`config.mk`:
```
export PLATFORM = sky130hd
export DESIGN_NAME = seq_lookahead_subtractor
export DESIGN_NICKNAME = d
export VERILOG_FILES = /design/src/rtl/seq_lookahead_subtractor.sv
export SDC_FILE = /design/constraint.sdc
export NUM_CORES = 1
export LEC_CHECK = 0
export CORE_ASPECT_RATIO = 1.75
export CORE_MARGIN = 8
export CORE_UTILIZATION = 35
export DETAILED_ROUTE_END_ITERATION = 8
export PLACE_DENSITY_LB_ADDON = 0.05
export SKIP_LAST_GASP = 1
export SLEW_MARGIN = 5
export SYNTH_ARGS = -nofsm -noshare
export SYNTH_HDL_FRONTEND = slang
export SYNTH_SLANG_ARGS = --single-unit
export TNS_END_PERCENT = 50
```
`constraint.sdc`:
```
create_clock -name clk -period 15.9 [get_ports clk]
set_input_delay 2.385 -clock clk [delete_from_list [all_inputs] [get_ports clk]]
set_output_delay 2.385 -clock clk [all_outputs]
set_load 0.01 [all_outputs]
```
`src/rtl/seq_lookahead_subtractor.sv`:
```
// Multi-cycle unsigned subtractor: Diff = A - B, Bout = (A < B).
// One CHUNK-bit slice per CALC cycle, LSB slice first. Inside a slice the
// borrow is resolved from per-bit generate/propagate terms. Between slices
// the borrow is carried in a register.
module seq_lookahead_subtractor #(
  parameter int N     = 64,
  parameter int CHUNK = 16
) (
  input  logic         clk,
  input  logic         rst,
  input  logic         in_valid,
  output logic         in_ready,
  input  logic [N-1:0] A,
  input  logic [N-1:0] B,
  output logic         out_valid,
  input  logic         out_ready,
  output logic [N-1:0] Diff,
  output logic         Bout
);

  localparam int NCH = N / CHUNK;
  localparam int IW  = (NCH > 1) ? $clog2(NCH) : 1;

  typedef enum logic [1:0] {IDLE, CALC, DONE} state_t;

  state_t         state, state_nx;
  logic [IW-1:0]  idx;
  logic           brw;
  logic [N-1:0]   a_q, b_q, diff_q;
  logic           bout_q;

  logic             accept, last;
  logic [CHUNK-1:0] a_s, b_s, g, p, d_s;
  logic [CHUNK:0]   br;

  assign accept = in_valid & in_ready;
  assign last   = (idx == IW'(NCH - 1));

  // Current slice of the latched operands
  assign a_s = a_q[idx*CHUNK +: CHUNK];
  assign b_s = b_q[idx*CHUNK +: CHUNK];

  // Borrow generate/propagate and intra-slice borrow chain, seeded by the
  // borrow left over from the previous slice.
  assign br[0] = brw;
  for (genvar i = 0; i < CHUNK; i++) begin : g_bit
    assign g[i]    = ~a_s[i] & b_s[i];
    assign p[i]    = ~(a_s[i] ^ b_s[i]);
    assign br[i+1] = g[i] | (p[i] & br[i]);
    assign d_s[i]  = a_s[i] ^ b_s[i] ^ br[i];
  end

  // State register
  always_ff @(posedge clk) begin
    if (rst) state <= IDLE;
    else     state <= state_nx;
  end

  // Next state and handshake outputs
  always_comb begin
    state_nx  = state;
    in_ready  = 1'b0;
    out_valid = 1'b0;
    unique case (state)
      IDLE: begin
        in_ready = 1'b1;
        if (in_valid) state_nx = CALC;
      end
      CALC: begin
        if (last) state_nx = DONE;
      end
      DONE: begin
        out_valid = 1'b1;
        if (out_ready) state_nx = IDLE;
      end
      default: state_nx = IDLE;
    endcase
  end

  // Operand capture, per-slice result write and borrow ripple
  always_ff @(posedge clk) begin
    if (rst) begin
      a_q    <= '0;
      b_q    <= '0;
      diff_q <= '0;
      bout_q <= 1'b0;
      brw    <= 1'b0;
      idx    <= '0;
    end else if (accept) begin
      a_q    <= A;
      b_q    <= B;
      diff_q <= '0;
      bout_q <= 1'b0;
      brw    <= 1'b0;
      idx    <= '0;
    end else if (state == CALC) begin
      diff_q[idx*CHUNK +: CHUNK] <= d_s;
      brw <= br[CHUNK];
      if (last) bout_q <= br[CHUNK];
      else      idx    <= idx + 1'b1;
    end
  end

  assign Diff = diff_q;
  assign Bout = bout_q;

endmodule

```
==> results of run 1 <==
worst max-delay path by stage:
stage | startpoint | end | cells past startpoint
final | idx[0] | Diff[15] | 24
after global routing | idx[0] | Diff[15] | 24
after CTS | idx[0] | Diff[15] | 24
after detailed placement | idx[0] | Diff[15] | 24
after global placement | idx[0] | Diff[15] | 24
after floorplan | idx[0] | Diff[15] | 25
per-layer routing:
metal	routed length (um)	vias up	track usage	share of wire
li1	-	3445	-	-
met1	10900	3361	0.208	0.40
met2	14800	181	0.346	0.54
met3	1100	24	0.0426	0.040
met4	514	0	0.0624	0.019
met5	0	-	0	0
sequential cells by signal, summed over array words and instances (netlist names):
name	flops
Diff	64
brw	1
state	2
Bout	1
a_q	64
b_q	64
idx	2
logic make-up after synthesis:
| group | synth area share |
|---|---|
| muxes | 0.0902 |
| adders and majority gates | 0.0475 |
| buffers and inverters | 0.0636 |
| and+or+nand+nor | 0.190 |
| xor gates and xnor gates | 0.00105 |
| AOI/OAI and AO/OA | 0.131 |
| DFF | 0.476 |
layout by cell type, fill, tap and decap left out, types with 3 or more instances in the layout:
cell type / count
dfxtp_1: 196
clkbuf_8: 3
nand3b_1: 5
nand4_1: 32
clkinvlp_4: 4
nor2_1: 36
a32oi_1: 32
a21oi_1: 162
clkinv_2: 3
fa_1: 16
mux4_2: 32
clkbuf_1: 3
buf_4: 11
clkbuf_16: 17
ha_1: 6
nand2_1: 289
clkdlybuf4s50_1: 197
nor2b_1: 4
mux2i_1: 3
inv_1: 23
critical path: cells and delay by family, from the launching register on:
family	cells	cell delay, ns
adder cells (fa/ha/maj)	16	6.15
multiplexers	1	0.57
AO/OA/AOI/OAI	1	0.17
flip-flops	1	0.56
buffers and inverters	5	0.89
AND/OR/NAND/NOR	1	0.10
per-stage QoR:
stage	cells	setup WS (ns)	instance area, um2
global route	1393	6.94	10900
floorplan	933	8.22	8320
finish	1393	7.36	10900
detailed placement	1362	7.30	10300
global placement	1362	7.38	10300
CTS	1393	7.28	10900
power breakdown:
group	internal [mW]	leakage (nW)	switching (mW)	total, mW
registers	0.518	1.62	0.0137	0.532
clock network	0.227	0.261	0.189	0.416
logic	0.0853	1.86	0.107	0.192
cell type report:
| class | instances | area, um2 | area share |
|---|---|---|---|
| Sequential cell | 198 | 3970 | 0.364 |
| Multi-Input combinational cell | 629 | 3840 | 0.353 |
| Timing Repair Buffer | 208 | 2050 | 0.189 |
| Clock buffer | 23 | 478 | 0.0439 |
| Tap cell | 304 | 380 | 0.0350 |
| Inverter | 23 | 86.3 | 0.00793 |
| Clock inverter | 8 | 75.1 | 0.00690 |
==> flow_summary_export.csv, run 1 <==
group,metric,value,unit
status,status,"finished clean",
floorplan,initial_core_util,0.357,
grt,grt_pass1_vias,7280,
place,place_hpwl,20.0,mm
routing,via_per_inst,5.03,
floorplan,die_area,0.0292,mm2
clocking,clk_pin_slew,0.07,ns
clocking,cts_max_level,4,
floorplan,ios,199,
sta,fin_crit,8.54,ns
logic_synthesis,synth_seq_cells,198,
sta,fmax,0.117,GHz
logic_synthesis,synth_area_per_cell,8.92,um2
grt,antenna_found_initial,0,
routing,remaining_drc_errors,0,
clocking,insertion_delay,0.44,ns
routing,num_vias,7011,
logic_synthesis,syn-num-nets,1087,
clocking,post_cts_resized,0,
worst_setup_path,r2r-end,"Diff[15]",
sta,slew_headroom,0.299,
clocking,clockBufferDepth,2,
clocking,cts_root_buffer,"clkbuf_16",
grt,gr-total-overflow,0,
grt,grt_pass1_wl,42.2,mm
worst_setup_path,r2r_cells,24,
logic_synthesis,seq_area_frac_synth,0.476,
sta,holdWs,0.452,ns
sta,rsz0062_at_grt,"false",
sta,hold_viol,0,
logic_synthesis,synth_common_cells,"289 x nand2_1, 198 x dfxtp_1, 162 x a21oi_1, 43 x buf_2, 36 x nor2_1",
routing,wirelength,27.3,mm
hold_path,holdPathStages,2,
floorplan,coreArea,0.0233,mm2
sta,finalSetupTns,0,ns
routing,ant_nets,0,
cells_and_area,nets,1231,
power_and_ir_drop,power.density,105,mW/mm2
cells_and_area,area_growth,30.7,%
worst_setup_path,crit_path_end_kind,"flop",
logic_synthesis,yosysMostFrequentCell,"nand2_1",
floorplan,num_rows,74,
worst_setup_path,critical_path_class,"reg -> reg",
worst_setup_path,slowest_delay,0.57,ns
logic_synthesis,yosysTopAreaCell,"dfxtp_1",
sta,worst_slew_pin_slew,1.05,ns
clocking,cts_made_buffers,17,
clocking,cts_setup_buffers,0,
sta,slew_violations,0,
worst_setup_path,regToRegStartpoint,"idx[0]",
clocking,cts.sinks,198,
worst_setup_path,cp.required,16.26,ns
hold_path,hold_end,"Diff[56]",
grt,track_usage,0.188,
flow_run,maxCapViolations,0,
logic_synthesis,netlist_area,0.00832,mm2
power_and_ir_drop,power,1.14,mW
cells_and_area,drive_gt1_frac,0.0725,
sta,period_share,0.537,
worst_setup_path,slowest_stage,"mux4_2",
place,place.gp.congestion,0.781,
logic_synthesis,ys.warnings.count,0,
logic_synthesis,synth_area_leaders,"dfxtp_1 48%, nand2_1 13%, a21oi_1 9.7%, mux4_2 8.7%, fa_1 3.8%",
worst_setup_path,start_kind,"flop",
sta,fin_skew,0.0115,ns
hold_path,min_path_type,"reg -> reg",
worst_setup_path,crit_top_cell,"fa_1",
cells_and_area,diodes,0,
hold_path,hp-start,"Diff[56]",
worst_setup_path,reg2reg_slack,7.36,ns
cells_and_area,fillers,2393,
routing,first_pass_iters,4,
place,port_buffers,198,
grt,grt_max_degree,97,
worst_setup_path,cp_data_arrival_time,8.90,ns
floorplan,die_w,133,um
logic_synthesis,ys.flop_type,"dfxtp_1",
sta,setup_viol,0,
clocking,cts_hold_repair.buffers,0,
routing,drtIter0Drc,550,
worst_setup_path,path_cells,"buf_4 > mux4_2 > inv_1 > fa_1 > inv_1 > fa_1 > fa_1 > fa_1 > fa_1 > fa_1 > fa_1 > fa_1 > fa_1 > fa_1 > fa_1 > fa_1 > fa_1 > fa_1 > fa_1 > inv_1 > fa_1 > inv_1 > nand4_1 > a21oi_1",
power_and_ir_drop,cellLeakagePower,3.74,nW
routing,wl_per_cell,19.6,um
power_and_ir_drop,ir_drop,79.5,uV
cells_and_area,post-route-util,0.466,
clocking,tritoncts,"done",
logic_synthesis,synthCells,933,
logic_synthesis,post_synth_num_cell_types,28,
floorplan,die_h,220,um
logic_synthesis,synth-edff-count,0,
logic_synthesis,async_flop_share,0,
logic_synthesis,yosys.area.top_type_share,0.476,
worst_setup_path,path_max_fanout,28,
Power figures use the tool's default switching activity.
==> inputs of run 2 (changes only) <==
- clock period: 15.9 -> 8.5 ns (I/O delays scaled with it)
==> run 2 against run 1 <==
  * Non-clock buffer count is 1 higher
  * First-iteration DRC count is 13% higher
  * Sequential share of layout area is 0.17 points lower
  * Die area stayed put
  * Register-to-register slack worse by 6.6 ns
  * Count of clock-buffer cells in the layout is 1 lower
  * Routed wire length is 0.89% higher
==> flow_summary_export.csv, run 2 (synthesized netlist as in run 1, its figures left out) <==
group,metric,value,unit
cells_and_area,final_common_cell,"nand2_1",
cells_and_area,multiInputGateArea,0.00384,mm2
sta,hold_viol,0,
grt,grt_pass1_wl,42.3,mm
worst_setup_path,startpoint,"idx[0]",
routing,drt-met1-wl,10.7,mm
worst_setup_path,reg2reg_slack,0.79,ns
clocking,cts_setup_buffers,0,
worst_setup_path,cp_data_arrival_time,8.07,ns
place,place_hpwl,20.2,mm
sta,rsz0062_at_grt,"false",
sta,period_share,0.907,
routing,dr.max_layer_used,"met5",
grt,track_usage,0.189,
place,port_buffers,198,
floorplan,ios,199,
cells_and_area,area_growth,31.3,%
routing,wirelength,27.5,mm
grt,antenna_found_initial,1,
routing,drtIter0Drc,624,
power_and_ir_drop,power.density,199,mW/mm2
cells_and_area,fillers,2370,
floorplan,die_w,133,um
cells_and_area,diodes,0,
status,status,"finished clean",
cells_and_area,nets,1232,
clocking,tritoncts,"done",
clocking,cts_max_level,4,
sta,fin_skew,0.00857,ns
worst_setup_path,r2r-end,"Diff[15]",
clocking,clk_pin_slew,0.06,ns
clocking,cts.sinks,198,
flow_run,maxCapViolations,0,
floorplan,coreArea,0.0233,mm2
grt,gr-total-overflow,0,
sta,holdWs,0.449,ns
worst_setup_path,r2r_cells,21,
floorplan,die_h,220,um
routing,wl_met2,14.8,mm
clocking,post_cts_resized,0,
worst_setup_path,path_max_fanout,10,
cells_and_area,mostFrequentLayoutCells,"289 x nand2_1, 197 x clkdlybuf4s50_1, 196 x dfxtp_1",
sta,setup_viol,0,
floorplan,initial_core_util,0.357,
clocking,insertion_delay,0.44,ns
worst_setup_path,cp-endpoint,"Diff[15]",
worst_setup_path,start_kind,"flop",
sta,fmax,0.130,GHz
power_and_ir_drop,ir_drop,134,uV
routing,ant_nets,0,
routing,via_per_inst,5.04,
hold_path,min_path_type,"reg -> reg",
floorplan,num_rows,74,
floorplan,die_area,0.0292,mm2
routing,wl_per_cell,19.7,um
clocking,cts_hold_repair.buffers,0,
clocking,clockBufferDepth,2,
worst_setup_path,crit_path_end_kind,"flop",
routing,num_vias,7032,
grt,grt_max_degree,100,
power_and_ir_drop,cellLeakagePower,3.76,nW
place,place.gp.congestion,0.762,
power_and_ir_drop,power,2.18,mW
worst_setup_path,critical_path_class,"reg -> reg",
routing,remaining_drc_errors,0,
sta,worst_slew_pin_slew,1.07,ns
routing,route.met3.wl,1.42,mm
routing,first_pass_iters,5,
cells_and_area,regArea,0.00397,mm2
cells_and_area,drive_gt1_frac,0.0752,
sta,fin_crit,7.71,ns
sta,slew_headroom,0.288,
sta,slew_violations,0,
clocking,cts_made_buffers,17,
sta,finalSetupTns,0,ns
cells_and_area,post-route-util,0.469,
grt,grt_pass1_vias,7298,
worst_setup_path,cp.required,8.86,ns
worst_setup_path,regToRegStartpoint,"idx[0]",
clocking,cts_root_buffer,"clkbuf_16",
-- run 2: cell types whose count changed in the layout (fill, tap and decap cells not counted), sizes merged --
cell    delta
clkbuf     -1
inv        +1
buf        +1
bufinv     +1
-- run 2: layout make-up --
| class | instances | share of cell area |
|---|---|---|
| multi-input combinational | 629 | 0.351 |
| tap | 304 | 0.0348 |
| clock buffer | 22 | 0.0434 |
| clock inverter | 10 | 0.0111 |
| timing repair buffer | 209 | 0.189 |
| inverter | 23 | 0.00790 |
| sequential | 198 | 0.363 |
-- run 2: routing by layer --
layer	global-route usage	vias up
li1	-	3462
met5	0	-
met3	0.0479	37
met4	0.0662	2
met1	0.206	3324
met2	0.348	207
-- run 2: report_power, final --
group | switching, mW | internal (mW) | leakage [nW]
combinational | 0.206 | 0.160 | 1.86
sequential | 0.0245 | 0.969 | 1.62
clock | 0.358 | 0.459 | 0.279
-- run 2: stage by stage --
step / std cells / cell area (um2) / worst slack [ns]
after floorplan: 933 / 8320 / 0.816
after global placement: 1363 / 10300 / 0.862
after detailed placement: 1363 / 10300 / 0.792
after CTS: 1395 / 10900 / 0.776
after global routing: 1395 / 10900 / 0.399
final: 1395 / 10900 / 0.789
-- run 2: worst min-delay path by stage --
stage / cells after the start / endpoint / startpoint
floorplan: 2 / a_q[32] / a_q[32]
global placement: 2 / b_q[39] / b_q[39]
detailed placement: 2 / Diff[6] / Diff[6]
CTS: 2 / Diff[6] / Diff[6]
global route: 2 / Diff[56] / Diff[56]
finish: 2 / Diff[6] / Diff[6]
-- run 2: critical path, stage by stage, from the launching register on --
cell     delay, ns
dfxtp_2       0.35
buf_4         0.24
mux4_2        0.55
fa_1          0.44
fa_1          0.39
fa_1          0.41
fa_1          0.42
fa_1          0.40
fa_1          0.40
fa_1          0.41
fa_1          0.41
fa_1          0.40
fa_1          0.39
fa_1          0.39
fa_1          0.39
fa_1          0.40
fa_1          0.37
inv_1         0.09
fa_1          0.40
inv_1         0.11
nand4_1       0.10
a21oi_1       0.17
